--- src/rtl/or_stim_gen_pkg.sv ---
// Shared types and default constants for the OR-stage stimulus generator.
package or_stim_pkg;

   typedef enum logic [1:0] {
      IDLE = 2'd0,
      RUN  = 2'd1,
      DONE = 2'd2
   } stim_state_e;

   localparam int STIM_WIDTH      = 2;
   localparam int STIM_TOGGLE_DIV = 3;
   localparam int STIM_RUN_LEN    = 20;

endpackage

--- src/rtl/or_stim_gen_if.sv ---
// Operand bus between the stimulus generator and the OR stage, plus its controls.
// Handshake: start is a one-cycle request sampled on the rising edge; it is
// accepted only outside RUN, and valid/busy then stay high for the whole run.
interface or_stim_if #(
   parameter int WIDTH = 2
) ();
   logic             start;
   logic             force_en;
   logic [WIDTH-1:0] force_val;
   logic [WIDTH-1:0] b;
   logic [WIDTH-1:0] c;
   logic             valid;
   logic             busy;
   logic             done;

   modport master (
      output start, force_en, force_val,
      input  b, c, valid, busy, done
   );

   modport slave (
      input  start, force_en, force_val,
      output b, c, valid, busy, done
   );
endinterface

--- src/rtl/or_stim_gen_div.sv ---
// Modulo-N tick counter; tick is high while the count sits at N-1.
module or_stim_div #(
   parameter int N = 3
) (
   input  logic clk,
   input  logic rst_n,
   input  logic clr,
   input  logic en,
   output logic tick
);
   localparam int CW = (N > 1) ? $clog2(N) : 1;
   localparam logic [CW-1:0] LAST = CW'(N - 1);

   logic [CW-1:0] cnt_q;
   logic [CW-1:0] cnt_d;

   assign tick  = (cnt_q == LAST);
   assign cnt_d = tick ? '0 : cnt_q + CW'(1);

   always_ff @(posedge clk or negedge rst_n) begin
      if (!rst_n) begin
         cnt_q <= '0;
      end else if (clr) begin
         cnt_q <= '0;
      end else if (en) begin
         cnt_q <= cnt_d;
      end
   end
endmodule

--- src/rtl/or_stim_gen.sv ---
// Stimulus sequencer for the 2-bit OR stage: c toggles every TOGGLE_DIV run
// cycles, b steps once per full c period, and force_en overrides c at the output.
module or_stim_gen
   import or_stim_pkg::*;
#(
   parameter int WIDTH      = STIM_WIDTH,
   parameter int TOGGLE_DIV = STIM_TOGGLE_DIV,
   parameter int RUN_LEN    = STIM_RUN_LEN
) (
   input  logic        clk,
   input  logic        rst_n,
   or_stim_if.slave    ops_io,
   output stim_state_e state_o
);
   localparam int RW = (RUN_LEN > 1) ? $clog2(RUN_LEN) : 1;
   localparam logic [RW-1:0] RUN_LAST = RW'(RUN_LEN - 1);

   generate
      if (WIDTH < 1 || TOGGLE_DIV < 1 || RUN_LEN < 1) begin : g_bad_params
         $fatal(1, "or_stim_gen: WIDTH, TOGGLE_DIV and RUN_LEN must all be >= 1");
      end
   endgenerate

   stim_state_e      state_q;
   logic [RW-1:0]    run_cnt_q;
   logic [WIDTH-1:0] b_q, b_d;
   logic [WIDTH-1:0] c_q, c_d;
   logic             busy_q, done_q;
   logic             launch;
   logic             toggle;

   assign launch = ops_io.start && (state_q != RUN);
   // b advances only on the toggle that returns c to all-zeros (one full c period).
   assign c_d    = ~c_q;
   assign b_d    = (c_d == '0) ? b_q + WIDTH'(1) : b_q;

   or_stim_div #(.N(TOGGLE_DIV)) u_div (
      .clk   (clk),
      .rst_n (rst_n),
      .clr   (launch),
      .en    (state_q == RUN),
      .tick  (toggle)
   );

   always_ff @(posedge clk or negedge rst_n) begin
      if (!rst_n) begin
         state_q   <= IDLE;
         run_cnt_q <= '0;
         b_q       <= '0;
         c_q       <= '0;
         busy_q    <= 1'b0;
         done_q    <= 1'b0;
      end else begin
         case (state_q)
            IDLE, DONE: begin
               if (ops_io.start) begin
                  state_q   <= RUN;
                  run_cnt_q <= '0;
                  b_q       <= '0;
                  c_q       <= '0;
                  busy_q    <= 1'b1;
                  done_q    <= 1'b0;
               end
            end
            RUN: begin
               run_cnt_q <= run_cnt_q + RW'(1);
               if (toggle) begin
                  c_q <= c_d;
                  b_q <= b_d;
               end
               if (run_cnt_q == RUN_LAST) begin
                  state_q <= DONE;
                  busy_q  <= 1'b0;
                  done_q  <= 1'b1;
               end
            end
            default: begin
               state_q <= IDLE;
               busy_q  <= 1'b0;
               done_q  <= 1'b0;
            end
         endcase
      end
   end

   assign ops_io.b     = b_q;
   assign ops_io.c     = ops_io.force_en ? ops_io.force_val : c_q;
   assign ops_io.valid = busy_q;
   assign ops_io.busy  = busy_q;
   assign ops_io.done  = done_q;
   assign state_o      = state_q;
endmodule

--- src/flat_wrapper.sv ---
// flat-port wrapper written by rule: the top's interface ports become plain ports
module or_stim_gen_flat import or_stim_pkg::*;
#(
   parameter int WIDTH      = STIM_WIDTH,
   parameter int TOGGLE_DIV = STIM_TOGGLE_DIV,
   parameter int RUN_LEN    = STIM_RUN_LEN
)
  (clk, rst_n, state_o, ops_io_start, ops_io_force_en, ops_io_force_val, ops_io_b, ops_io_c, ops_io_valid, ops_io_busy, ops_io_done);
  or_stim_if #(.WIDTH(WIDTH)) ops_io_i ();
  input  logic clk;
  input  logic rst_n;
  output stim_state_e state_o;
  input wire logic [$bits(ops_io_i.start)-1:0] ops_io_start;
  input wire logic [$bits(ops_io_i.force_en)-1:0] ops_io_force_en;
  input wire logic [$bits(ops_io_i.force_val)-1:0] ops_io_force_val;
  output wire logic [$bits(ops_io_i.b)-1:0] ops_io_b;
  output wire logic [$bits(ops_io_i.c)-1:0] ops_io_c;
  output wire logic [$bits(ops_io_i.valid)-1:0] ops_io_valid;
  output wire logic [$bits(ops_io_i.busy)-1:0] ops_io_busy;
  output wire logic [$bits(ops_io_i.done)-1:0] ops_io_done;
  assign ops_io_i.start = ops_io_start;
  assign ops_io_i.force_en = ops_io_force_en;
  assign ops_io_i.force_val = ops_io_force_val;
  assign ops_io_b = ops_io_i.b;
  assign ops_io_c = ops_io_i.c;
  assign ops_io_valid = ops_io_i.valid;
  assign ops_io_busy = ops_io_i.busy;
  assign ops_io_done = ops_io_i.done;
  or_stim_gen #(.WIDTH(WIDTH), .TOGGLE_DIV(TOGGLE_DIV), .RUN_LEN(RUN_LEN)) u_core (.clk(clk), .rst_n(rst_n), .ops_io(ops_io_i), .state_o(state_o));
endmodule
--- config.mk ---
export PLATFORM = sky130hd
export DESIGN_NAME = or_stim_gen_flat
export DESIGN_NICKNAME = d
export VERILOG_FILES = /design/src/rtl/or_stim_gen_pkg.sv /design/src/rtl/or_stim_gen_if.sv /design/src/rtl/or_stim_gen_div.sv /design/src/rtl/or_stim_gen.sv /design/src/flat_wrapper.sv
export SDC_FILE = /design/constraint.sdc
export NUM_CORES = 1
export LEC_CHECK = 0
export ABC_AREA = 1
export BUFFER_PORTS_ARGS = -buffer_cell sky130_fd_sc_hd__buf_4
export CORE_MARGIN = 2
export CORE_UTILIZATION = 41
export CTS_CLUSTER_SIZE = 12
export DETAILED_ROUTE_END_ITERATION = 16
export HOLD_SLACK_MARGIN = 0.03
export PLACE_DENSITY = 0.71
export SYNTH_ARGS = -nofsm -noshare
export SYNTH_HDL_FRONTEND = slang
export SYNTH_SLANG_ARGS = --single-unit
--- constraint.sdc ---
create_clock -name clk -period 1.6 [get_ports clk]
set_input_delay 0.16 -clock clk [delete_from_list [all_inputs] [get_ports clk]]
set_output_delay 0.16 -clock clk [all_outputs]
set_load 0.005 [all_outputs]
==> results by group, run 1 <==
Floorplan
  – Top-Level Pins: 15
  – Die W: 45.89 um
  – Die area: 2106 um^2
  – Num rows: 15
  – Die height: between 40 and 50 um
  – Initial core utilization: 42.59%
  – Core area: 1689 um^2

Synth
  – Post-synthesis area per instance: ~7.7 um^2
  – Simple-gate area share of the yosys netlist: 30.78%
  – Synth Warn #: 0
  – Syn Std Cell Area: 719.4 um^2
  – Number of synthesized flops with an enable pin: 0
  – Share of the synthesized area in the top cell type: about half
  – Combinational family with the most area after synthesis: simple AND/OR/NAND/NOR gates
  – Post-Syn Instances: 94
  – Async set or reset register ratio after synthesis: 100.0%
  – Seq cells post-synth: 14
  – Synth cell types: 18
  – Synth top area cells: dfrtp_1 49%, nand2_1 16%, inv_1 6.3%
  – Cell with the most instances after synthesis: nand2_1
  – Cell taking the most area after synthesis: dfrtp_1
  – Post-synth top cells: 30 x nand2_1, 14 x dfrtp_1, 12 x inv_1, 9 x nor2_1, 7 x o21ai_0
  – Synth Area in Adders: between 1.5 and 2%
  – Register area share after synthesis: 48.70%
  – XOR/XNOR Fraction of Synth Area: 0%
  – Post-synthesis mux area share: 0%
  – Fraction of the mapped netlist area in compound gates: 9.913%
  – Synth Flop Type: dfrtp_1
  – Post-Syn Nets: 101

Worst setup path
  – Worst Path Max Fanout: 9
  – Crit start category: register
  – Crit Path Category: register to register
  – Arrival time worst endpoint: 1.35 ns
  – Setup crit end kind: register
  – Worst Path Required: ~1.8 ns
  – Reg2reg setup slack: 0.43 ns

Finish
  – Layout Cells excl Fill: 128
  – Antenna cells: 0
  – Share of post-route cells with drive strength above 1: 20.72%
  – Final nets: 119
  – FILL cells: 172
  – Layout area overhead: 21.91%

Clock network
  – TritonCTS clock tree: done
  – Cts repair resizes: 0
  – CTS sink cnt: 14
  – Total CTS buffers: 3
  – Max clock buf depth: 2
  – Clk slew on worst S/H paths: roughly 0.08 ns
  – Hold buffer count at CTS: 1
  – Clock Latency Late Sink: 0.28 ns
  – Setup Buffers After CTS: 0
  – # H-tree levels: 1
  – CTS Root Cell: clkbuf_4

Global route
  – Global-route wire length before repair: approximately 2200 um
  – Gr usage total: 15.30%
  – GRT overflow: 0
  – Initial antenna violation count: 0
  – Largest net degree at the start of global routing: 15
  – Vias in the first global route: 546

Detailed routing
  – Detailed Route WL: 1333 um
  – Via density: 5.047
  – Drt wl/cell: 10.41 um
  – DRT iter0 DRCs: 9
  – Number of routed nets with antenna violations: 0
  – Vias post-DR: between 600 and 700
  – Residual DRC: 0
  – 1st-pass router iterations: 5

STA
  – Worst-margin pin slew: about 0.26 ns
  – TNS Setup: 0 ns
  – Fin crit period: 1.174 ns
  – Clock Skews: slightly below 0.0008 ns
  – Final period util: 73.40%
  – Rel. slew slack: 82.72%
  – RSZ-0062 raised after global routing: false
  – Max-slew violations: 0
  – Fin. Hold Viols: 0
  – Fmax: 851.5 MHz
  – Final Setup Violations: 0

Power and ir drop
  – Switching pwr: between 0.7 and 0.8 mW
  – Peak supply drop: 0.7581 mV
  – Logic pwr share: 46.5%
  – Cell Pwr Density: 1951 nW/um^2
  – Leakage: 0.4772 nW
  – Net Sw Frac: between 40% and 50%
  – Reg power frac: 38.6%
  – Int Pwr: 0.9866 mW
  – Clock power share: between 10% and 20%

Placement
  – Port Buffers: 14
  – Final GP Congestion: 0.7305
  – Cells after DPL: 123
  – HPWL after DPL: roughly 1000 um

Worst hold path
  – Hold/Removal Path Class: input pin to register

Status
  – Outcome: finished, final reports clean

Run
  – Max cap viols: 0
[area by class of cell]
type                       count  area [um^2]  share of cell area, %
sequential                    14        350.3                  39.94
multi-input combinational     65        305.3                  34.81
timing repair buffer          15        115.1                  13.12
inverter                      13        48.80                  5.563
clock buffer                   4        36.28                  4.137
tap                           17        21.27                  2.425
[power groups by stage]
| stage | registers (mW) | logic, mW | clock network, mW |
|---|---|---|---|
| floorplan | 0.646 | 0.570 | 0 |
| global placement | 0.660 | 0.778 | 0 |
| detailed placement | 0.667 | 0.801 | 0 |
| CTS | 0.662 | 0.806 | 0.262 |
| global route | 0.683 | 0.948 | 0.277 |
| finish | 0.660 | 0.796 | 0.256 |
[path summary, 6_finish.rpt]
check                      cells after the start                      startpoint                        endpoint
max reg2reg                                    6   u_core.state_o[1]$_DFFE_PN0P_  u_core.ops_io.b[1]$_DFFE_PN0P_
min in group asynchronous                      2                           rst_n   u_core.state_o[1]$_DFFE_PN0P_
min reg2reg                                    2  u_core.ops_io.busy$_DFFE_PN0P_  u_core.ops_io.busy$_DFFE_PN0P_
max                                            6   u_core.state_o[1]$_DFFE_PN0P_  u_core.ops_io.b[1]$_DFFE_PN0P_
max in group asynchronous                      2                           rst_n  u_core.ops_io.b[0]$_DFFE_PN0P_
min                                            3                    ops_io_start   u_core.state_o[0]$_DFFE_PN0P_
[worst max-delay path, cell delays in order, from the launching register on]
cell,delay (ns)
dfrtp_1,0.44
inv_1,0.10
nand2_2,0.12
nand2_1,0.17
nand3_2,0.10
nand2_1,0.07
nand2_1,0.06
[stage by stage]
step	util [%]	cell area, um^2	total power, mW	setup slack [ns]	hold WS, ns
global placement	49.19	830.8	1.437	0.4485	0.01765
CTS	51.93	877.1	1.730	0.4279	0.1562
detailed placement	49.19	830.8	1.468	0.4378	0.02073
floorplan	-	719.4	1.217	0.5541	-0.1356
finish	51.93	877.1	1.711	0.4256	0.1655
global route	51.93	877.1	1.908	0.2883	0.1619
[sequential cells by signal, summed over array words and instances, names as in the netlist]
register and flops:
u_core.state_o 2, u_core.run_cnt_q 5, u_core.ops_io.b 2, u_core.c_q 2
u_core.u_div.cnt_q 2, u_core.ops_io.busy 1
[cells in the final DEF (no fill, tap or decap), types with 2 or more instances in the layout]
master / count
nand2_1: 30
o21ai_0: 7
inv_1: 12
nand2_2: 2
buf_4: 14
nor2_1: 9
dfrtp_1: 14
a21oi_1: 2
clkbuf_4: 3
nand3_1: 6
a22oi_1: 2
[kinds of logic (layout without fill, tap and decap cells)]
logic type | Yosys count | count (layout)
compound gates | 13 | 13
fa+ha+maj | 1 | 1
buf+inv | 15 | 32
flops | 14 | 14
simple gates | 51 | 51
[routing by layer]
metal	GRT usage, %	wire, um
met2	22.78	617
met1	19.41	602
met3	2.381	65
met5	0	0
met4	12.00	46
No activity file was read; power rests on OpenSTA's default activity.
==> run 2, diff against run 1 <==
--- a/config.mk
+++ b/config.mk
@@ -5,7 +5,7 @@
 export SDC_FILE = /design/constraint.sdc
 export NUM_CORES = 1
 export LEC_CHECK = 0
-export ABC_AREA = 1
+export ABC_AREA = 0
 export BUFFER_PORTS_ARGS = -buffer_cell sky130_fd_sc_hd__buf_4
 export CORE_MARGIN = 2
 export CORE_UTILIZATION = 41
==> constraint.sdc (replaced) <==
create_clock -name clk -period 1.1 [get_ports clk]
set_input_delay 0.11 -clock clk [delete_from_list [all_inputs] [get_ports clk]]
set_output_delay 0.11 -clock clk [all_outputs]
set_load 0.005 [all_outputs]
==> run 2 against run 1 <==
Highest routed layer unchanged. Die area is 0.15% higher. Register-to-register slack worse by 0.59 ns. The flow now finishes with violations (negative setup slack). Synthesized area is 0.17% higher.
==> results by group, run 2 <==
Global route
  – Global-route wire length before repair: 2884 um (was 2208 um)
  – Largest net degree at the start of global routing: 15 (unchanged)
  – GRT overflow: 0 (unchanged)
  – Initial antenna violation count: 0 (unchanged)
  – Vias in the first global route: 638 (was 546)
  – Gr usage total: 19.71% (was 15.30%)

Synth
  – Post-synth top cells: 14 x dfrtp_1, 8 x nand3_1, 6 x nand2_1 (was 30 x nand2_1, 14 x dfrtp_1, 12 x inv_1, 9 x nor2_1, 7 x o21ai_0)
  – Synth Warn #: 0 (unchanged)
  – Cell taking the most area after synthesis: dfrtp_1 (unchanged)
  – Cell with the most instances after synthesis: dfrtp_1 (was nand2_1)
  – Simple-gate area share of the yosys netlist: 21.18% (was 30.78%)
  – Synth cell types: 28 (was 18)
  – Async set or reset register ratio after synthesis: 100.0% (unchanged)
  – Syn Std Cell Area: 720.7 um^2 (was 719.4 um^2)
  – Post-Syn Nets: 73 (was 101)
  – Post-synthesis area per instance: 10.92 um^2 (was 7.654 um^2)
  – Synth Area in Adders: 1.736% (was 1.739%)
  – Post-Syn Instances: 66 (was 94)
  – Fraction of the mapped netlist area in compound gates: 15.28% (was 9.913%)
  – Share of the synthesized area in the top cell type: 48.61% (was 48.70%)
  – Synth Flop Type: dfrtp_1 (unchanged)
  – Seq cells post-synth: 14 (unchanged)
  – Post-synthesis mux area share: 7.292% (was 0%)
  – Register area share after synthesis: 48.61% (was 48.70%)
  – XOR/XNOR Fraction of Synth Area: 0% (unchanged)
  – Combinational family with the most area after synthesis: simple AND/OR/NAND/NOR gates (unchanged)
  – Number of synthesized flops with an enable pin: 0 (unchanged)
  – Synth top area cells: dfrtp_1 49%, nand3_1 5.6%, mux2i_1 4.2% (was dfrtp_1 49%, nand2_1 16%, inv_1 6.3%)

Power and ir drop
  – Cell Pwr Density: 2440 nW/um^2 (was 1951 nW/um^2)
  – Leakage: 0.5229 nW (was 0.4772 nW)
  – Peak supply drop: 1.497 mV (was 0.7581 mV)

Status
  – Failing checks: negative setup slack
  – Outcome: finished, violations left (was finished, final reports clean)

Floorplan
  – Die area: 2109 um^2 (was 2106 um^2)
  – Initial core utilization: 42.67% (was 42.59%)
  – Top-Level Pins: 15 (unchanged)
  – Num rows: 15 (unchanged)
  – Die W: 45.93 um (was 45.89 um)
  – Core area: 1689 um^2 (unchanged)
  – Die height: 45.93 um (was 45.89 um)

Worst setup path
  – Setup crit end kind: register (unchanged)
  – Arrival time worst endpoint: 1.48 ns (was 1.35 ns)
  – Crit start category: register (unchanged)
  – Worst Path Max Fanout: 4 (was 9)
  – Worst Path Required: 1.32 ns (was 1.77 ns)
  – Crit Path Category: register to register (unchanged)

Finish
  – Final core utilization: 64.89% (was 51.93%)
  – Share of post-route cells with drive strength above 1: 52.43% (was 20.72%)
  – Layout area overhead: 52.08% (was 21.91%)
  – Antenna cells: 0 (unchanged)
  – Biggest register: u_core.run_cnt_q (unchanged)
  – Number of flip-flops in the largest register: 5 (unchanged)
  – Commonest cells after routing, fill and taps aside: 33 x buf_4, 14 x dfrtp_1, 7 x nand3_1, 6 x nand2_1, 4 x buf_6 (was 30 x nand2_1, 14 x buf_4, 14 x dfrtp_1, 12 x inv_1, 9 x nor2_1)
  – Commonest non-fill, non-tap cell in the layout: buf_4 (was nand2_1)
  – Final nets: 111 (was 119)

Clock network
  – # H-tree levels: 1 (unchanged)
  – CTS Root Cell: clkbuf_4 (unchanged)
  – Clock Latency Late Sink: 0.28 ns (about the same)
  – CTS sink cnt: 14 (unchanged)
  – Total CTS buffers: 3 (unchanged)
  – Clk slew on worst S/H paths: 0.09 ns (was 0.08 ns)
  – TritonCTS clock tree: done (unchanged)
  – Max clock buf depth: 2 (unchanged)

Placement
  – Port Buffers: 14 (unchanged)
  – HPWL after DPL: 1239 um (was 1018 um)
  – Final GP Congestion: 0.7863 (was 0.7305)

STA
  – Fmax: 791.1 MHz (was 851.5 MHz)
  – TNS Setup: -1.324 ns (was 0 ns)
  – Fin crit period: 1.264 ns (was 1.174 ns)
  – Final Setup Violations: 16 (was 0)
  – Rel. slew slack: 77.59% (was 82.72%)
  – Max-slew violations: 0 (unchanged)
  – Final WS setup: -0.1640 ns (was 0.4256 ns)
  – Clock Skews: 0.005493 ns (was 0.0007709 ns)
  – Worst-margin pin slew: 0.3357 ns (was 0.2575 ns)
  – Final period util: 114.9% (was 73.40%)
  – Fin. Hold Viols: 0 (unchanged)
  – RSZ-0062 raised after global routing: true (was false)

Detailed routing
  – DRT iter0 DRCs: 8 (was 9)
  – 1st-pass router iterations: 2 (was 5)
  – Residual DRC: 0 (unchanged)
  – Detailed Route WL: 1757 um (was 1333 um)
  – Via density: 5.242 (was 5.047)
  – Vias post-DR: 629 (was 646)
  – Drt wl/cell: 14.64 um (was 10.41 um)
  – Number of routed nets with antenna violations: 0 (unchanged)

Run
  – Max cap viols: 0 (unchanged)

Worst hold path
  – Hold/Removal Path Class: input pin to register (unchanged)
==> run 2: kinds of logic (layout without fill, tap and decap cells) <==
group,count (synthesis),in the layout
and+or+nand+nor,28,28
AOI/OAI and AO/OA,12,12
buffers and inverters,6,43
adders and majority gates,1,1
muxes,5,5
DFF,14,14
==> run 2: per-layer routing <==
metal	GRT usage [%]	vias to the layer above	wire, um
li1	-	317	-
met1	26.18	297	827
met2	32.78	13	861
met3	2.381	2	43
met4	6.857	0	24
met5	0	-	0
==> run 2: final cells by class <==
cell class,instances,area (um^2)
clock buffer,4,36.28
fill,156,593.1
inverter,1,3.754
multi-input combinational,46,381.6
sequential,14,350.3
tap,17,21.27
timing repair buffer,38,302.8
==> run 2: where the power goes <==
part | internal (mW) | switching (mW) | total [mW]
Sequential | 0.717 | 0.172 | 0.889
Clock | 0.202 | 0.168 | 0.370
Combinational | 0.838 | 0.578 | 1.42
Total | 1.76 | 0.918 | 2.67
==> run 2: worst paths after layout <==
path	from	to	slack (ns)	cells after the start
min in group asynchronous	rst_n	u_core.u_div.cnt_q[0]$_DFFE_PN0P_	0.21	2
max in group asynchronous	rst_n	u_core.c_q[0]$_DFFE_PN0P_	0.71	2
max	u_core.u_div.cnt_q[0]$_DFFE_PN0P_	u_core.ops_io.b[0]$_DFFE_PN0P_	-0.16	4
min	ops_io_start	u_core.u_div.cnt_q[0]$_DFFE_PN0P_	0.14	3
min reg2reg	u_core.run_cnt_q[4]$_DFFE_PN0P_	u_core.run_cnt_q[4]$_DFFE_PN0P_	0.51	1
max reg2reg	u_core.u_div.cnt_q[0]$_DFFE_PN0P_	u_core.ops_io.b[0]$_DFFE_PN0P_	-0.16	4
==> run 2: per-stage QoR <==
step,worst slack (ns),power (mW),std cells,hold slack [ns],instance area (um^2)
floorplan,-0.1505,1.536,66,-0.1856,737.0
global placement,-0.1820,2.040,111,-0.02969,964.7
detailed placement,-0.1746,2.097,111,-0.02566,964.7
CTS,-0.1668,2.635,118,0.1358,1069
global route,-0.2217,2.869,120,0.1415,1096
finish,-0.1640,2.674,120,0.1411,1096
==> run 2: repair_timing <==
action	CTS	global route
gates resized for setup	11	3
endpoints found under the hold margin	14	0
hold buffers	1	0
endpoints found under the setup margin	16	19
pin swaps	2	0
setup buffers	3	2
==> run 2: critical path, stage by stage, from the launching register on <==
cell and delay (ns):
dfrtp_1 0.41, nand4bb_1 0.21, buf_6 0.15, a2111oi_4 0.28, a311o_1 0.15
